==> src/rtl/bus_mmio.sv <==
// MMIO bridge: takes one single-beat command from the main bus, decodes a
// 256-byte peripheral slot and runs a psel/pready access with a per-access timeout.
module bus_mmio #(
    parameter int N_SLOTS = 4,
    parameter int TIMEOUT = 255
) (
    input  logic                   clk_core,
    input  logic                   reset,
    input  logic                   bmain_cvalid_bmmio,
    output logic                   bmmio_cready,
    input  logic                   bmain_cmd,
    input  logic [9:0]             bmain_addr,
    input  logic                   bmain_wvalid_bmmio,
    output logic                   bmmio_wready,
    input  logic                   bmain_wlast,
    input  logic [31:0]            bmain_wdata,
    input  logic [3:0]             bmain_wmask,
    output logic                   bmmio_rvalid,
    input  logic                   bmain_rready_bmmio,
    output logic [31:0]            bmmio_rdata,
    output logic                   bmmio_error,
    input  logic                   bmain_eack_bmmio,
    output logic [N_SLOTS-1:0]     bmmio_psel,
    output logic                   bmmio_pwrite,
    output logic [5:0]             bmmio_paddr,
    output logic [31:0]            bmmio_pwdata,
    output logic [3:0]             bmmio_pmask,
    input  logic [N_SLOTS-1:0]     periph_pready,
    input  logic [32*N_SLOTS-1:0]  periph_prdata,
    input  logic [N_SLOTS-1:0]     periph_perr
);

    typedef enum logic [2:0] {
        S_IDLE   = 3'd0,
        S_WDATA  = 3'd1,
        S_ACCESS = 3'd2,
        S_RESP   = 3'd3,
        S_ERR    = 3'd4
    } state_t;

    state_t      r_state;
    state_t      w_next;

    logic        r_cmd_rd;
    logic [3:0]  r_slot;
    logic        r_mapped;
    logic [5:0]  r_paddr;
    logic [31:0] r_wdata;
    logic [3:0]  r_wmask;
    logic        r_burst;
    logic [7:0]  r_cnt;
    logic [31:0] r_rdata;

    logic [3:0]  w_cmd_slot;
    logic        w_cmd_mapped;
    logic        w_sel_pready;
    logic        w_sel_perr;
    logic [31:0] w_sel_prdata;
    logic        w_timeout;

    assign w_cmd_slot   = bmain_addr[9:6];
    assign w_cmd_mapped = ({1'b0, w_cmd_slot} < 5'(N_SLOTS));
    assign w_timeout    = (r_cnt == 8'(TIMEOUT - 1));

    // Only the latched slot's handshake and data are looked at.
    always_comb begin
        w_sel_pready = 1'b0;
        w_sel_perr   = 1'b0;
        w_sel_prdata = '0;
        for (int unsigned n = 0; n < N_SLOTS; n++) begin
            if (r_slot == 4'(n)) begin
                w_sel_pready = periph_pready[n];
                w_sel_perr   = periph_perr[n];
                w_sel_prdata = periph_prdata[32*n +: 32];
            end
        end
    end

    always_comb begin
        w_next = r_state;
        case (r_state)
            S_IDLE: begin
                if (bmain_cvalid_bmmio) begin
                    if (!bmain_cmd)        w_next = S_WDATA;
                    else if (w_cmd_mapped) w_next = S_ACCESS;
                    else                   w_next = S_ERR;
                end
            end
            S_WDATA: begin
                if (bmain_wvalid_bmmio && bmain_wlast) begin
                    if (r_burst)                 w_next = S_ERR;
                    else if (bmain_wmask == '0)  w_next = S_IDLE;
                    else if (!r_mapped)          w_next = S_ERR;
                    else                         w_next = S_ACCESS;
                end
            end
            S_ACCESS: begin
                // pready wins over a timeout landing on the same edge
                if (w_sel_pready) begin
                    if (w_sel_perr)    w_next = S_ERR;
                    else if (r_cmd_rd) w_next = S_RESP;
                    else               w_next = S_IDLE;
                end else if (w_timeout) begin
                    w_next = S_ERR;
                end
            end
            S_RESP: begin
                if (bmain_rready_bmmio) w_next = S_IDLE;
            end
            S_ERR: begin
                if (bmain_eack_bmmio) w_next = S_IDLE;
            end
            default: w_next = S_IDLE;
        endcase
    end

    always_ff @(posedge clk_core) begin
        if (reset) r_state <= S_IDLE;
        else       r_state <= w_next;
    end

    always_ff @(posedge clk_core) begin
        if (reset) begin
            r_cmd_rd <= 1'b0;
            r_slot   <= '0;
            r_mapped <= 1'b0;
            r_paddr  <= '0;
            r_wdata  <= '0;
            r_wmask  <= '0;
            r_burst  <= 1'b0;
            r_cnt    <= '0;
            r_rdata  <= '0;
        end else begin
            if (r_state == S_IDLE && bmain_cvalid_bmmio) begin
                r_cmd_rd <= bmain_cmd;
                r_slot   <= w_cmd_slot;
                r_mapped <= w_cmd_mapped;
                r_paddr  <= bmain_addr[5:0];
                r_burst  <= 1'b0;
            end
            // r_burst marks that a non-final beat was seen; later beats are dropped
            if (r_state == S_WDATA && bmain_wvalid_bmmio) begin
                if (!r_burst) begin
                    r_wdata <= bmain_wdata;
                    r_wmask <= bmain_wmask;
                end
                if (!bmain_wlast) r_burst <= 1'b1;
            end
            if (r_state == S_ACCESS) r_cnt <= r_cnt + 8'd1;
            else                     r_cnt <= '0;
            if (r_state == S_ACCESS && w_sel_pready && !w_sel_perr && r_cmd_rd)
                r_rdata <= w_sel_prdata;
        end
    end

    always_comb begin
        bmmio_psel = '0;
        for (int unsigned n = 0; n < N_SLOTS; n++) begin
            bmmio_psel[n] = (r_state == S_ACCESS) && (r_slot == 4'(n));
        end
    end

    assign bmmio_cready = (r_state == S_IDLE);
    assign bmmio_wready = (r_state == S_WDATA);
    assign bmmio_rvalid = (r_state == S_RESP);
    assign bmmio_error  = (r_state == S_ERR);
    assign bmmio_rdata  = r_rdata;
    assign bmmio_pwrite = !r_cmd_rd;
    assign bmmio_paddr  = r_paddr;
    assign bmmio_pwdata = r_wdata;
    assign bmmio_pmask  = r_cmd_rd ? 4'hf : r_wmask;

endmodule

==> config.mk <==
export PLATFORM = sky130hd
export DESIGN_NAME = bus_mmio
export DESIGN_NICKNAME = d
export VERILOG_FILES = /design/src/rtl/bus_mmio.sv
export SDC_FILE = /design/constraint.sdc
export NUM_CORES = 1
export LEC_CHECK = 0
export BUFFER_PORTS_ARGS = -buffer_cell sky130_fd_sc_hd__buf_2
export CORE_ASPECT_RATIO = 0.75
export CORE_MARGIN = 5
export CORE_UTILIZATION = 46
export CTS_CLUSTER_DIAMETER = 50
export CTS_CLUSTER_SIZE = 28
export DETAILED_ROUTE_END_ITERATION = 8
export PLACE_DENSITY = 0.84
export SLEW_MARGIN = 20
export SYNTH_ARGS = -nofsm -noshare
export SYNTH_HDL_FRONTEND = slang
export SYNTH_SLANG_ARGS = --single-unit
==> constraint.sdc <==
create_clock -name clk_core -period 4.1 [get_ports clk_core]
set_input_delay 1.025 -clock clk_core [delete_from_list [all_inputs] [get_ports clk_core]]
set_output_delay 1.025 -clock clk_core [all_outputs]
set_load 0.02 [all_outputs]
==> impl_metrics.env, run 1 <==
export IMPL_clk_latency_ns=0.33
export IMPL_drtIter0Drc=319
export IMPL_setup_viol=0
export IMPL_worstMarginPinSlew_ns=0.9007
export IMPL_slew_viol_final=0
export IMPL_min_period_ns=3.013
export IMPL_status="completed"
export IMPL_postCtsSetupBuffers=0
export IMPL_clockBufferDepth=2
export IMPL_hold_viol=0
export IMPL_wl_per_cell_um=16.81
export IMPL_initial_core_util_pct=47.64
export IMPL_cp_arrival_ns=1.99
export IMPL_cp_slowest_stage_delay_ns=0.91
export IMPL_min_path_type="reg2reg"
export IMPL_critPathMaxFanout=20
export IMPL_yosysSeqAreaShare_pct=42.21
export IMPL_avgViaCountPerCell=5.297
export IMPL_cts_tree="yes"
export IMPL_ctsHoldBuffers=0
export IMPL_die_h_um=94.34
export IMPL_cp_slowest_cell="dfxtp_1"
export IMPL_syn_inst=495
export IMPL_num_io_pins=273
export IMPL_crit_buf_inv=2
export IMPL_place_congestion=0.9316
export IMPL_hp_start="bmmio_rdata[29]"
export IMPL_synth_seq_cells=92
export IMPL_clk_pin_slew_ns=0.06
export IMPL_fmax_mhz=331.9
export IMPL_multi_input_area_mm2=0.002315
export IMPL_skew_ns=0.01118
export IMPL_grt_max_degree=66
export IMPL_firstDrtPassIters=5
export IMPL_pwr_density_cell_mw_per_mm2=440.1
export IMPL_synth_area_mm2=0.004363
export IMPL_avgSynthCellArea_um2=8.814
export IMPL_synth_distinct_cells=40
export IMPL_p_leak_nw=2.685
export IMPL_num_fill_cells=783
export IMPL_power_total_w=0.002676
export IMPL_first_global_vias=4565
export IMPL_drive_above_1_share_pct=45.14
export IMPL_ant_nets=0
export IMPL_crit_chain="inv_1, nor3_1, buf_2"
export IMPL_timing_slew_headroom_pct=39.87
export IMPL_mostFrequentLayoutCells="buf_2 (272), nand2_1 (137), dfxtp_1 (91)"
export IMPL_finalWirelength_um=14790
export IMPL_cts_buffers=9
export IMPL_io_buffers=272
export IMPL_die_area_mm2=0.01155
export IMPL_ir_drop_v=0.0002494
export IMPL_grt_overflow=0
export IMPL_coreArea_mm2=0.009159
export IMPL_drc=0
export IMPL_clock_root_buffer="clkbuf_16"
export IMPL_syn_num_nets=687
export IMPL_async_flop_share_pct=0
export IMPL_startpoint="r_slot[1]"
export IMPL_final_area_mm2=0.006080
export IMPL_hpwl_um=11820
export IMPL_area_growth_pct=39.35
export IMPL_synth_ff_type="dfxtp_1"
export IMPL_fin_crit_sh_pct=73.49
export IMPL_cp_end_kind="primary output"
export IMPL_rows=30
export IMPL_finalNetCount=938
export IMPL_cp_start_kind="flop"
export IMPL_r2r_start="r_slot[1]"
export IMPL_grt_pass1_wl_um=22580
export IMPL_cp_data_required_time_ns=3.07
export IMPL_ys_warn_count=0
export IMPL_clock_sinks=92
export IMPL_crit_type="reg2out"
export IMPL_place_area_mm2=0.005753
export IMPL_cts_repair_resized=0
export IMPL_seqCellArea_mm2=0.001843
export IMPL_fin_setup_tns_ns=0
export IMPL_grt_use_total_pct=24.92
export IMPL_htree_levels=3
export IMPL_die_x_um=122.5
export IMPL_antenna_found_initial=1
export IMPL_cp_top_family="flip-flops"
export IMPL_rsz0062_at_grt="no"
export IMPL_synth_edff_count=0
export IMPL_vias=4661
export IMPL_drv_cap=0
export IMPL_layout_commonest_cell="buf_2"
==> per-stage QoR <==
stage	hold slack, ns	setup WS [ns]	utilization (%)	std cells
global placement	0.4370	1.125	62.81	863
finish	0.4529	1.087	66.38	880
global route	0.4728	0.9405	66.38	880
detailed placement	0.4458	1.046	62.81	863
CTS	0.4517	1.074	66.34	879
floorplan	0.4300	1.618	-	495
==> kinds of logic after synthesis <==
| kind of cell | synth area share (%) |
|---|---|
| compound gates | 12.02 |
| xor+xnor | 0.8031 |
| fa+ha+maj | 0.5735 |
| buf+inv | 4.961 |
| flops | 42.21 |
| mux | 17.49 |
| simple gates | 21.94 |
==> area by class of cell <==
type	instances	area share, %
Clock inverter	7	1.605
Multi-Input combinational cell	359	38.07
Antenna cell	1	0.04116
Inverter	4	0.2470
Tap cell	128	2.634
Timing Repair Buffer	280	23.38
Clock buffer	9	3.704
Sequential cell	92	30.31
==> flip-flops by register name, indices dropped and copies added (netlist names) <==
name	count
bmmio_paddr	6
bmmio_pwdata	32
bmmio_rdata	32
r_burst	1
r_cmd_rd	1
r_cnt	8
r_mapped	1
r_slot	4
r_state	3
r_wmask	4
==> where the power goes <==
group | internal (W) | switching [W]
logic | 0.000333 | 0.000428
registers | 0.000960 | 0.0000737
clock network | 0.000537 | 0.000343
==> routing by layer <==
metal	part of all wire (%)	global-route usage (%)	up-vias
li1	-	-	2232
met1	39	29.77	2211
met2	52	43.99	190
met3	7.2	6.707	28
met4	2.2	7.642	0
met5	0	0	-
==> final timing paths <==
| check | end | slack (ns) | depth (start not counted) |
|---|---|---|---|
| worst max-delay path | bmmio_psel[2] | 1.09 | 3 |
| worst min-delay path | bmmio_rdata[29] | 0.45 | 2 |
| worst max register to register | bmmio_rdata[1] | 1.22 | 5 |
| worst min register to register | bmmio_rdata[29] | 0.45 | 2 |
==> worst register-to-register path, delay by kind of cell (launching register included) <==
family,cells,cell delay (ns)
AO/OA/AOI/OAI,1,0.08
buffers and inverters,1,0.24
flip-flops,1,0.91
AND/OR/NAND/NOR,2,0.96
multiplexers,1,0.54
==> synth_stat cells (all sizes together) (2+ instances only) <==
library cell / number / area share, %
a22o: 3 / 0.60
nor2: 16 / 1.4
buf: 23 / 3.2
ha: 2 / 0.57
nand2: 137 / 12
dfxtp: 92 / 42
inv: 4 / 0.34
nand3: 37 / 4.2
mux4: 33 / 17
mux2i: 2 / 0.46
clkbuf: 17 / 1.5
a31oi: 2 / 0.29
or2: 5 / 0.72
nor3: 6 / 0.80
o21ai: 6 / 0.69
nor3b: 4 / 0.69
xor2: 3 / 0.60
or3: 4 / 0.57
a21oi: 83 / 9.5
(Power assumes the default switching activity.)
==> run 2: changes to the inputs <==
CORE_UTILIZATION = 43   (was 46)
PLACE_DENSITY = 0.8   (was 0.84)
clock period = 3.1 ns   (was 4.1 ns; I/O delays follow)
==> run 2 against run 1 <==
Compared with the run above:
- sequential share of layout area about the same
- register-to-register slack worse by 0.23 ns
- sequential power up 30%
- global-route usage down 2.0 points
- first-iteration DRC count up 47%
- count of clock-buffer cells in the layout up 2
- clock power up 26%
- non-clock buffer count up 2
- die area up 6.3%
- worst setup slack worse by 0.39 ns
==> impl_metrics.env, run 2 (synthesis results as in run 1) <==
export IMPL_status="completed"
export IMPL_reg2reg_to="bmmio_pwdata[11]"
export IMPL_hold_depth=2
export IMPL_worstMarginPinSlew_ns=0.6560
export IMPL_place_congestion=0.9180
export IMPL_cp_end_kind="primary output"
export IMPL_fin_setup_tns_ns=0
export IMPL_cp_start_kind="flop"
export IMPL_fmax_mhz=415.7
export IMPL_firstDrtPassIters=6
export IMPL_layout_commonest_cell="buf_2"
export IMPL_grt_max_degree=44
export IMPL_hold_viol=0
export IMPL_cts_repair_resized=0
export IMPL_slew_viol_final=0
export IMPL_vias=4687
export IMPL_io_buffers=272
export IMPL_final_core_utilization_pct=62.26
export IMPL_coreArea_mm2=0.009774
export IMPL_hp_start="r_wmask[0]"
export IMPL_die_area_mm2=0.01228
export IMPL_avgViaCountPerCell=5.296
export IMPL_min_path_type="reg2reg"
export IMPL_fin_crit_sh_pct=77.60
export IMPL_crit_type="reg2out"
export IMPL_rrSetupSlack_ns=0.99
export IMPL_grt_use_total_pct=22.94
export IMPL_setup_slack_ns=0.6943
export IMPL_ir_drop_v=0.0004836
export IMPL_hold_path_end="r_wmask[0]"
export IMPL_startpoint="r_state[1]"
export IMPL_wl_per_cell_um=16.63
export IMPL_critPathMaxFanout=10
export IMPL_min_period_ns=2.406
export IMPL_initial_core_util_pct=44.64
export IMPL_drive_above_1_share_pct=45.15
export IMPL_die_x_um=126.3
export IMPL_drc=0
export IMPL_timing_slew_headroom_pct=56.27
export IMPL_antennaDiodeCount=0
export IMPL_postCtsSetupBuffers=0
export IMPL_drtIter0Drc=468
export IMPL_htree_levels=3
export IMPL_finalWirelength_um=14720
export IMPL_drv_cap=0
export IMPL_die_h_um=97.24
export IMPL_first_global_vias=4546
export IMPL_ant_nets=0
export IMPL_ctsHoldBuffers=0
export IMPL_crit_buf_inv=2
export IMPL_num_fill_cells=873
export IMPL_num_io_pins=273
export IMPL_pwr_density_cell_mw_per_mm2=571.3
export IMPL_clockBufferDepth=2
export IMPL_cp_arrival_ns=1.63
export IMPL_grt_overflow=0
export IMPL_rsz0062_at_grt="no"
export IMPL_cp_slowest_cell="dfxtp_1"
export IMPL_hpwl_um=11830
export IMPL_p_leak_nw=2.693
export IMPL_cp_top_family="flip-flops"
export IMPL_grt_pass1_wl_um=23070
export IMPL_cts_tree="yes"
export IMPL_ff2ff_path_depth=5
export IMPL_cp_slowest_stage_delay_ns=0.50
export IMPL_clk_latency_ns=0.33
export IMPL_r2r_start="r_state[0]"
export IMPL_mostFrequentLayoutCells="buf_2 (272), nand2_1 (137), dfxtp_1 (91)"
export IMPL_antenna_found_initial=0
export IMPL_cts_buffers=9
export IMPL_area_growth_pct=39.49
export IMPL_cp_data_required_time_ns=2.32
export IMPL_setup_viol=0
export IMPL_clock_sinks=92
export IMPL_clk_pin_slew_ns=0.06
export IMPL_finalNetCount=940
export IMPL_clock_root_buffer="clkbuf_16"
export IMPL_crit_chain="nor3b_1, buf_4, nand2_1, nor3_1, buf_2"
export IMPL_skew_ns=0.003247
export IMPL_preCtsSetupSlack_ns=0.6400
export IMPL_rows=31
-- run 2: worst max-delay path by stage --
stage / endpoint / slack (ns) / cells past startpoint
after global placement: bmmio_rdata[6] / 0.65 / 7
after CTS: bmmio_psel[2] / 0.68 / 5
after floorplan: bmmio_rdata[0] / 0.87 / 7
after global routing: bmmio_psel[2] / 0.50 / 5
final: bmmio_psel[0] / 0.69 / 5
after detailed placement: bmmio_rdata[2] / 0.64 / 7
-- run 2: cell type report --
| cell class | count | area (um^2) | area share, % |
|---|---|---|---|
| multi-input cells | 359 | 2313 | 38.01 |
| flip-flops and latches | 92 | 1843 | 30.28 |
| repair buffers | 282 | 1436 | 23.60 |
| clock buffers | 11 | 252.7 | 4.153 |
| well taps | 132 | 165.2 | 2.714 |
| clock inverters | 5 | 60.06 | 0.9868 |
| inverters | 4 | 15.01 | 0.2467 |
-- run 2: through the flow --
step / hold WS (ns) / instance area (um^2) / power, W / instances
2_1_floorplan: 0.4300 / 4363 / 0.002062 / 495
3_3_place_gp: 0.4377 / 5773 / 0.002353 / 869
3_5_place_dp: 0.4438 / 5773 / 0.002389 / 869
4_1_cts: 0.4525 / 6086 / 0.003507 / 885
5_1_grt: 0.4626 / 6086 / 0.003661 / 885
6_report: 0.4520 / 6086 / 0.003477 / 885
-- run 2: metal layers --
layer	global-route usage [%]	part of all wire, %	vias up
met5	0	0	-
li1	-	-	2240
met1	27.72	39	2214
met4	5.606	1.0	0
met3	6.319	8.1	18
met2	40.46	52	215
-- run 2: worst register-to-register path, delay by kind of cell, from the launching register on --
| kind | cells | cell delay [ns] |
|---|---|---|
| and+or+nand+nor | 4 | 1.37 |
| AOI/OAI and AO/OA | 1 | 0.08 |
| DFF | 1 | 0.52 |
-- run 2: report_power, final --
part           switching (W)  total [W]  internal, W  leakage (nW)
clock               0.000440    0.00111     0.000670         0.152
sequential         0.0000727    0.00134      0.00127         0.744
combinational       0.000584    0.00102     0.000441          1.80
